===== src/rtl/mc_pkg.sv =====
// mc_pkg: shared constants and types for the multi-cycle controller.
// Holds RV32I opcode constants, imm_sel/alu_sel/wb_sel encodings, the
// instruction class enumeration and the FSM state enumeration.
// The TRAP state exists only when MC_ILLEGAL_TRAP_EN is defined.
package mc_pkg;

   localparam logic [6:0] OPC_OP     = 7'b0110011;
   localparam logic [6:0] OPC_OP_IMM = 7'b0010011;
   localparam logic [6:0] OPC_LUI    = 7'b0110111;
   localparam logic [6:0] OPC_AUIPC  = 7'b0010111;
   localparam logic [6:0] OPC_JAL    = 7'b1101111;
   localparam logic [6:0] OPC_JALR   = 7'b1100111;
   localparam logic [6:0] OPC_BRANCH = 7'b1100011;
   localparam logic [6:0] OPC_LOAD   = 7'b0000011;
   localparam logic [6:0] OPC_STORE  = 7'b0100011;

   localparam logic [2:0] IMM_I = 3'b000;
   localparam logic [2:0] IMM_S = 3'b001;
   localparam logic [2:0] IMM_B = 3'b010;
   localparam logic [2:0] IMM_U = 3'b011;
   localparam logic [2:0] IMM_J = 3'b100;

   localparam logic [3:0] ALU_ADD   = 4'd0;
   localparam logic [3:0] ALU_SUB   = 4'd1;
   localparam logic [3:0] ALU_SLL   = 4'd2;
   localparam logic [3:0] ALU_SLT   = 4'd3;
   localparam logic [3:0] ALU_SLTU  = 4'd4;
   localparam logic [3:0] ALU_XOR   = 4'd5;
   localparam logic [3:0] ALU_SRL   = 4'd6;
   localparam logic [3:0] ALU_SRA   = 4'd7;
   localparam logic [3:0] ALU_OR    = 4'd8;
   localparam logic [3:0] ALU_AND   = 4'd9;
   localparam logic [3:0] ALU_PASSB = 4'd10;

   localparam logic [1:0] WB_MEM = 2'b00;
   localparam logic [1:0] WB_ALU = 2'b01;
   localparam logic [1:0] WB_PC4 = 2'b10;

   typedef enum logic [3:0] {
      CL_OP, CL_OP_IMM, CL_LUI, CL_AUIPC, CL_JAL, CL_JALR,
      CL_BRANCH, CL_LOAD, CL_STORE, CL_ILLEGAL
   } cls_e;

`ifdef MC_ILLEGAL_TRAP_EN
   typedef enum logic [2:0] {S_FETCH, S_DECODE, S_EXEC, S_MEM, S_WB, S_TRAP} state_e;
`else
   typedef enum logic [2:0] {S_FETCH, S_DECODE, S_EXEC, S_MEM, S_WB} state_e;
`endif

   // alt selects SUB for funct3=000 and SRA for funct3=101
   function automatic logic [3:0] alu_of_f3(input logic [2:0] f3, input logic alt);
      case (f3)
         3'b000:  return alt ? ALU_SUB : ALU_ADD;
         3'b001:  return ALU_SLL;
         3'b010:  return ALU_SLT;
         3'b011:  return ALU_SLTU;
         3'b100:  return ALU_XOR;
         3'b101:  return alt ? ALU_SRA : ALU_SRL;
         3'b110:  return ALU_OR;
         default: return ALU_AND;
      endcase
   endfunction

endpackage


===== src/rtl/mc_decode.sv =====
// mc_decode: combinational instruction classifier.
// Ports: opcode_i/funct3_i/funct7b5_i instruction fields in;
//        cls_o instruction class, imm_sel_o immediate format, alu_sel_o ALU op out.
module mc_decode
   import mc_pkg::*;
(
   input  logic [6:0] opcode_i,
   input  logic [2:0] funct3_i,
   input  logic       funct7b5_i,
   output cls_e       cls_o,
   output logic [2:0] imm_sel_o,
   output logic [3:0] alu_sel_o
);

   always_comb begin
      cls_o = CL_ILLEGAL;
      case (opcode_i)
         OPC_OP:     cls_o = CL_OP;
         OPC_OP_IMM: cls_o = CL_OP_IMM;
         OPC_LUI:    cls_o = CL_LUI;
         OPC_AUIPC:  cls_o = CL_AUIPC;
         OPC_JAL:    cls_o = CL_JAL;
         OPC_JALR:   cls_o = CL_JALR;
         OPC_BRANCH: cls_o = CL_BRANCH;
         OPC_LOAD:   cls_o = CL_LOAD;
         OPC_STORE:  cls_o = CL_STORE;
         default:    cls_o = CL_ILLEGAL;
      endcase
   end

   assign imm_sel_o = cls_o == CL_STORE  ? IMM_S :
                      cls_o == CL_BRANCH ? IMM_B :
                      cls_o inside {CL_LUI, CL_AUIPC} ? IMM_U :
                      cls_o == CL_JAL    ? IMM_J : IMM_I;

   // Immediate forms have no SUB; funct7[5] only selects SRA for shifts there.
   // Loads, stores, branches, jumps and AUIPC all use the adder for addresses.
   assign alu_sel_o = cls_o == CL_OP     ? alu_of_f3(funct3_i, funct7b5_i) :
                      cls_o == CL_OP_IMM ? alu_of_f3(funct3_i, funct7b5_i && funct3_i == 3'b101) :
                      cls_o == CL_LUI    ? ALU_PASSB : ALU_ADD;

endmodule


===== src/rtl/mc_control.sv =====
// mc_control: multi-cycle RV32I control FSM (FETCH/DECODE/EXEC/MEM/WB[/TRAP]).
// Ports: clk, rst_n (async, active-low); inst_i/inst_valid_i/inst_ready_o fetch
//        handshake; br_eq_i/br_lt_i branch compare; mem_ready_i/mem_req_o/mem_rw_o
//        data memory; imm_sel_o, alu_sel_o, a_sel_o, b_sel_o, wb_sel_o datapath
//        selects; reg_wen_o, pc_wen_o, pc_sel_o write enables; mem_err_o timeout
//        pulse; illegal_o sticky illegal-opcode flag.
// Parameter MEM_WAIT_MAX: MEM cycles without mem_ready before the access aborts.
// Macro MC_ILLEGAL_TRAP_EN: illegal opcodes trap forever instead of acting as NOP.
module mc_control
   import mc_pkg::*;
#(
   parameter int MEM_WAIT_MAX = 16
) (
   input  logic        clk,
   input  logic        rst_n,
   input  logic [31:0] inst_i,
   input  logic        inst_valid_i,
   output logic        inst_ready_o,
   input  logic        br_eq_i,
   input  logic        br_lt_i,
   input  logic        mem_ready_i,
   output logic [2:0]  imm_sel_o,
   output logic [3:0]  alu_sel_o,
   output logic        a_sel_o,
   output logic        b_sel_o,
   output logic        mem_req_o,
   output logic        mem_rw_o,
   output logic [1:0]  wb_sel_o,
   output logic        reg_wen_o,
   output logic        pc_wen_o,
   output logic        pc_sel_o,
   output logic        mem_err_o,
   output logic        illegal_o
);

   localparam int CW = $clog2(MEM_WAIT_MAX + 1);

   state_e          state_q, state_d;
   logic [31:0]     ir_q, ir_d;
   logic [CW-1:0]   cnt_q, cnt_d;
   logic            run_q, err_q, timeout, active, br_take;
   cls_e            cls;
   logic [2:0]      imm_sel;
   logic [3:0]      alu_sel;

   mc_decode u_decode (
      .opcode_i   (ir_q[6:0]),
      .funct3_i   (ir_q[14:12]),
      .funct7b5_i (ir_q[30]),
      .cls_o      (cls),
      .imm_sel_o  (imm_sel),
      .alu_sel_o  (alu_sel)
   );

   // funct3[2] picks lt over eq, funct3[0] inverts (BNE/BGE/BGEU)
   assign br_take = (ir_q[14] ? br_lt_i : br_eq_i) ^ ir_q[12];

   // Datapath selects are only meaningful while an instruction is in flight
   assign active    = state_q inside {S_DECODE, S_EXEC, S_MEM, S_WB};
   assign imm_sel_o = active ? imm_sel : IMM_I;
   assign alu_sel_o = active ? alu_sel : ALU_ADD;
   assign a_sel_o   = active && cls inside {CL_AUIPC, CL_JAL, CL_BRANCH};
   assign b_sel_o   = active && !(cls inside {CL_OP, CL_ILLEGAL});
   assign wb_sel_o  = !active || cls == CL_LOAD ? WB_MEM :
                      cls inside {CL_JAL, CL_JALR} ? WB_PC4 : WB_ALU;
   assign mem_err_o = err_q;

   always_comb begin
      state_d      = state_q;
      ir_d         = ir_q;
      inst_ready_o = 1'b0;
      pc_wen_o     = 1'b0;
      pc_sel_o     = 1'b0;
      reg_wen_o    = 1'b0;
      mem_req_o    = 1'b0;
      mem_rw_o     = 1'b0;
      timeout      = 1'b0;
      case (state_q)
         S_FETCH: begin
            // run_q holds inst_ready low until the first clock after reset
            inst_ready_o = run_q;
            if (run_q && inst_valid_i) begin
               ir_d    = inst_i;
               state_d = S_DECODE;
            end
         end
         S_DECODE: begin
            if (cls == CL_ILLEGAL) begin
`ifdef MC_ILLEGAL_TRAP_EN
               state_d = S_TRAP;
`else
               pc_wen_o = 1'b1;
               state_d  = S_FETCH;
`endif
            end else begin
               state_d = S_EXEC;
            end
         end
         S_EXEC: begin
            if (cls == CL_BRANCH) begin
               pc_wen_o = 1'b1;
               pc_sel_o = br_take;
               state_d  = S_FETCH;
            end else begin
               state_d = cls inside {CL_LOAD, CL_STORE} ? S_MEM : S_WB;
            end
         end
         S_MEM: begin
            mem_req_o = 1'b1;
            mem_rw_o  = cls == CL_STORE;
            // A completing access takes priority over the final wait cycle
            if (mem_ready_i) begin
               pc_wen_o = cls == CL_STORE;
               state_d  = cls == CL_STORE ? S_FETCH : S_WB;
            end else if (cnt_q == CW'(MEM_WAIT_MAX - 1)) begin
               timeout = 1'b1;
               state_d = S_FETCH;
            end
         end
         S_WB: begin
            reg_wen_o = ir_q[11:7] != 5'd0;
            pc_wen_o  = 1'b1;
            pc_sel_o  = cls inside {CL_JAL, CL_JALR};
            state_d   = S_FETCH;
         end
`ifdef MC_ILLEGAL_TRAP_EN
         S_TRAP: state_d = S_TRAP;
`endif
         default: state_d = S_FETCH;
      endcase
      cnt_d = (state_q == S_MEM && !mem_ready_i && !timeout) ? cnt_q + 1'b1 : '0;
   end

   always_ff @(posedge clk or negedge rst_n) begin
      if (!rst_n) begin
         state_q <= S_FETCH;
         ir_q    <= '0;
         cnt_q   <= '0;
         run_q   <= 1'b0;
         err_q   <= 1'b0;
      end else begin
         state_q <= state_d;
         ir_q    <= ir_d;
         cnt_q   <= cnt_d;
         run_q   <= 1'b1;
         err_q   <= timeout;
      end
   end

`ifdef MC_ILLEGAL_TRAP_EN
   logic illegal_q;

   always_ff @(posedge clk or negedge rst_n) begin
      if (!rst_n) illegal_q <= 1'b0;
      else        illegal_q <= illegal_q | (state_q == S_DECODE && cls == CL_ILLEGAL);
   end

   assign illegal_o = illegal_q;
`else
   assign illegal_o = 1'b0;
`endif

endmodule


===== config.mk =====
export PLATFORM = sky130hd
export DESIGN_NAME = mc_control
export DESIGN_NICKNAME = d
export VERILOG_FILES = /design/src/rtl/mc_pkg.sv /design/src/rtl/mc_decode.sv /design/src/rtl/mc_control.sv
export SDC_FILE = /design/constraint.sdc
export NUM_CORES = 1
export LEC_CHECK = 0
export CAP_MARGIN = 40
export CORE_MARGIN = 8
export CORE_UTILIZATION = 45
export CTS_CLUSTER_SIZE = 10
export DETAILED_ROUTE_END_ITERATION = 10
export PLACE_DENSITY = 0.82
export SLEW_MARGIN = 15
export SYNTH_ARGS = -nofsm -noshare
export SYNTH_HDL_FRONTEND = slang
export SYNTH_SLANG_ARGS = --single-unit
export TNS_END_PERCENT = 1

===== constraint.sdc =====
create_clock -name clk -period 2.3 [get_ports clk]
set_input_delay 0.69 -clock clk [delete_from_list [all_inputs] [get_ports clk]]
set_output_delay 0.69 -clock clk [all_outputs]
set_load 0.1 [all_outputs]

==> run summary <==
CTS buffer count - 3
Worst-path fanout max - 4
Initial Util - 0.457
Sw Pwr - 1.65 mW
Setup Skew - 3.84 ps
Cell area after layout - 2800 µm²
Clk Latency, worst-skew pair - 320 ps
Worst Setup End Kind - primary output
Vias in the first global route - 1,723
Synthesized area - 1630 µm²
Share of the yosys chip area belonging to registers - 0.398
Pre-antenna DRT Iters - 4
DRC viols - 0
GR Util met3 - 0.0307
Hold violation count in the final report - 0
Largest family of logic cells by synthesized area - simple AND/OR/NAND/NOR gates
Iter 0 DRT Violations - 90
Worst EP arrival - 2160 ps
CTS HTree Levels - 1
Max Slew Vio Count - 0
Synth Area in Compound Gates - 0.135
Die Area - 5820 µm²
Top Usage Layer GRT - met2
Share of post-route cells with drive strength above 1 - 0.474
Max IR drop VDD - 0.845 mV
Routed length per instance - 16.8 µm
Synth Area in XOR/XNOR - 0.0214
Grt met1 use - 0.181
Largest net degree at the start of global routing - 27
Max Freq - 351 MHz
Main synth FF type - dfrtp_1
Worst min path class - reg -> reg
Fraction of registers with async set/reset - 1.00
Setup ws final - -548 ps
Fillers - 230
Row cnt - 22
Die Height - 76.3 µm
Synth unique cells - 50
Synth Area in Adders - 0.0214
Synthesized area per cell - 9.34 µm²
Critical Path RT - 1610 ps
CP Launch Type - register
# setup viols final - 14
Failing checks - setup timing
Hpwl dp - 3.66 mm
Via/cell ratio - 5.44
P_leak - 1.15 nW
Setup Crit Path Kind - reg -> out
Syn_nets - 215
Clock buffer depth - 2
Post-DP Area - 2660 µm²
Clk slew on worst S/H paths - 140 ps
Crit share post-route - 1.24
# IOs - 57
Multi-input logic area - 1100 µm²
Port Buffers - 39
CTS tree - yes
Initial antenna violation count - 0
Met2 usage - 0.290
Sequential power share - 0.226
Die Span X - 76.3 µm
Pwr Density - 1260 nW/µm²
Detail Route Antenna Nets - 0
Post-synth EDFFs - 0
Total core area - 3580 µm²
Flop2flop setup slack - 460 ps
Register bit total from synthesis - 26
CTS sink count - 26
Via count - 1,628
Switch share - 0.467
Yosys warning total - 0
Root Driver - clkbuf_4
Max Cap Viol - 0
Simple-gate share of the synthesized area - 0.237
Gate power share - 0.686
Tmin final - 2850 ps
Fin nets - 292
Synth Instances - 175
Setup Slack @ Placement - -400 ps
GP Congestion - 0.865
Routed WL - 5.03 mm
First-pass GRT wire length - 7.86 mm
RSZ-0062 raised after global routing - yes
# diodes - 0
Run status - complete, but fails checks
Grt ovf - 0
Layout area overhead - 71.4%
Hold Buf Count CTS - 0
Mux share of post-synthesis cell area - 0.123
Sequential cell area - 656 µm²
Internal - 1.88 mW
Total GRT Usage - 0.161
Clk network pwr share - 0.088
-- registers in the layout (all words and copies together), names as in the netlist --
register / flops
ir_q: 16
state_q: 3
cnt_q: 5
run_q: 1
mem_err_o: 1
-- repair_timing --
| item | 4_1_cts | 5_1_grt |
|---|---|---|
| setup buffers | 2 | 0 |
| setup endpoints to repair | 15 | 17 |
| pin swaps | 4 | 4 |
| resized for setup | 10 | 9 |
-- critical path, stage by stage (launching register included) --
cell and delay, ps:
dfrtp_1 430, buf_4 150, or3_1 420, a31oi_1 230, o21bai_1 140, a211oi_4 250
buf_12 210
-- power by group through the flow --
stage	Combinational [mW]	Clock (mW)	Sequential (mW)
after floorplan	1.41	0	0.746
after global placement	2.19	0	0.782
after detailed placement	2.25	0	0.791
after CTS	2.34	0.315	0.778
after global routing	2.54	0.334	0.816
final	2.42	0.309	0.795
-- stage by stage --
step	utilization	std cells	hold WS, ps	total power, mW	setup TNS, ps
5_1_grt	0.783	299	480	3.69	-6570
4_1_cts	0.774	299	470	3.44	-4980
3_3_place_gp	0.744	293	449	2.97	-893
2_1_floorplan	-	175	394	2.15	-8910
6_report	0.783	299	472	3.52	-4980
3_5_place_dp	0.744	293	451	3.04	-1090
-- cell usage after synthesis (2+ instances only) --
master,count,share of area
nor3b_1,2,0.0092
buf_4,2,0.0092
nor2_1,22,0.051
nor3_1,7,0.021
and3_1,2,0.0077
o21ai_0,3,0.0092
dfrtp_1,26,0.40
mux2_2,17,0.12
nand4b_1,2,0.011
a31oi_1,2,0.0077
or3_1,3,0.011
conb_1,2,0.0046
inv_1,7,0.016
xor2_1,2,0.011
clkbuf_1,4,0.0092
nand3_1,7,0.021
buf_2,6,0.018
ha_1,2,0.015
nand2_1,9,0.021
a21oi_1,6,0.018
nor4_1,2,0.0077
a211oi_1,3,0.014
nand4_1,3,0.011
nand2b_1,6,0.023
xnor2_1,2,0.011
o311a_1,2,0.012
-- per-layer routing --
metal / share of wire / vias up
met1: 0.40 / 790
li1: - / 784
met3: 0.042 / 10
met4: 0.021 / 0
met2: 0.53 / 44
met5: 0 / -
-- final cells by class --
| class | instances | area share |
|---|---|---|
| flip-flops and latches | 26 | 0.234 |
| inverters | 7 | 0.00938 |
| multi-input cells | 129 | 0.392 |
| well taps | 48 | 0.0214 |
| clock inverters | 1 | 0.0107 |
| clock buffers | 3 | 0.00804 |
| repair buffers | 85 | 0.324 |
-- worst paths after layout --
| kind | end | cells after the start | startpoint |
|---|---|---|---|
| worst max-delay path | a_sel_o | 6 | ir_q[2] |
| worst min-delay path | cnt_q[0] | 1 | cnt_q[0] |
| worst max register to register | state_q[0] | 5 | cnt_q[0] |
| worst min register to register | cnt_q[0] | 1 | cnt_q[0] |
| max in group asynchronous | ir_q[1] | 2 | rst_n |
| min in group asynchronous | cnt_q[4] | 2 | rst_n |
-- placed cells by master, fill, tap and decap left out, types with 4 or more instances in the layout --
cell	Yosys	layout
buf_4	2	46
dfrtp_1	26	22
clkdlybuf4s50_1	0	21
nor2_1	22	17
mux2_2	17	17
buf_12	0	17
nand2_1	9	9
inv_1	7	6
nand2b_1	6	6
nand3_1	7	6
nor2_2	0	4
dfrtp_2	0	4
-- logic make-up (layout without fill, tap and decap cells) --
kind of cell,Yosys count,in the layout
AO/OA/AOI/OAI,29,29
XOR/XNOR,4,4
adder cells (fa/ha/maj),3,3
buffers and inverters,20,96
flip-flops,26,26
multiplexers,18,18
other,2,2
AND/OR/NAND/NOR,73,73
(Power assumes the default switching activity.)
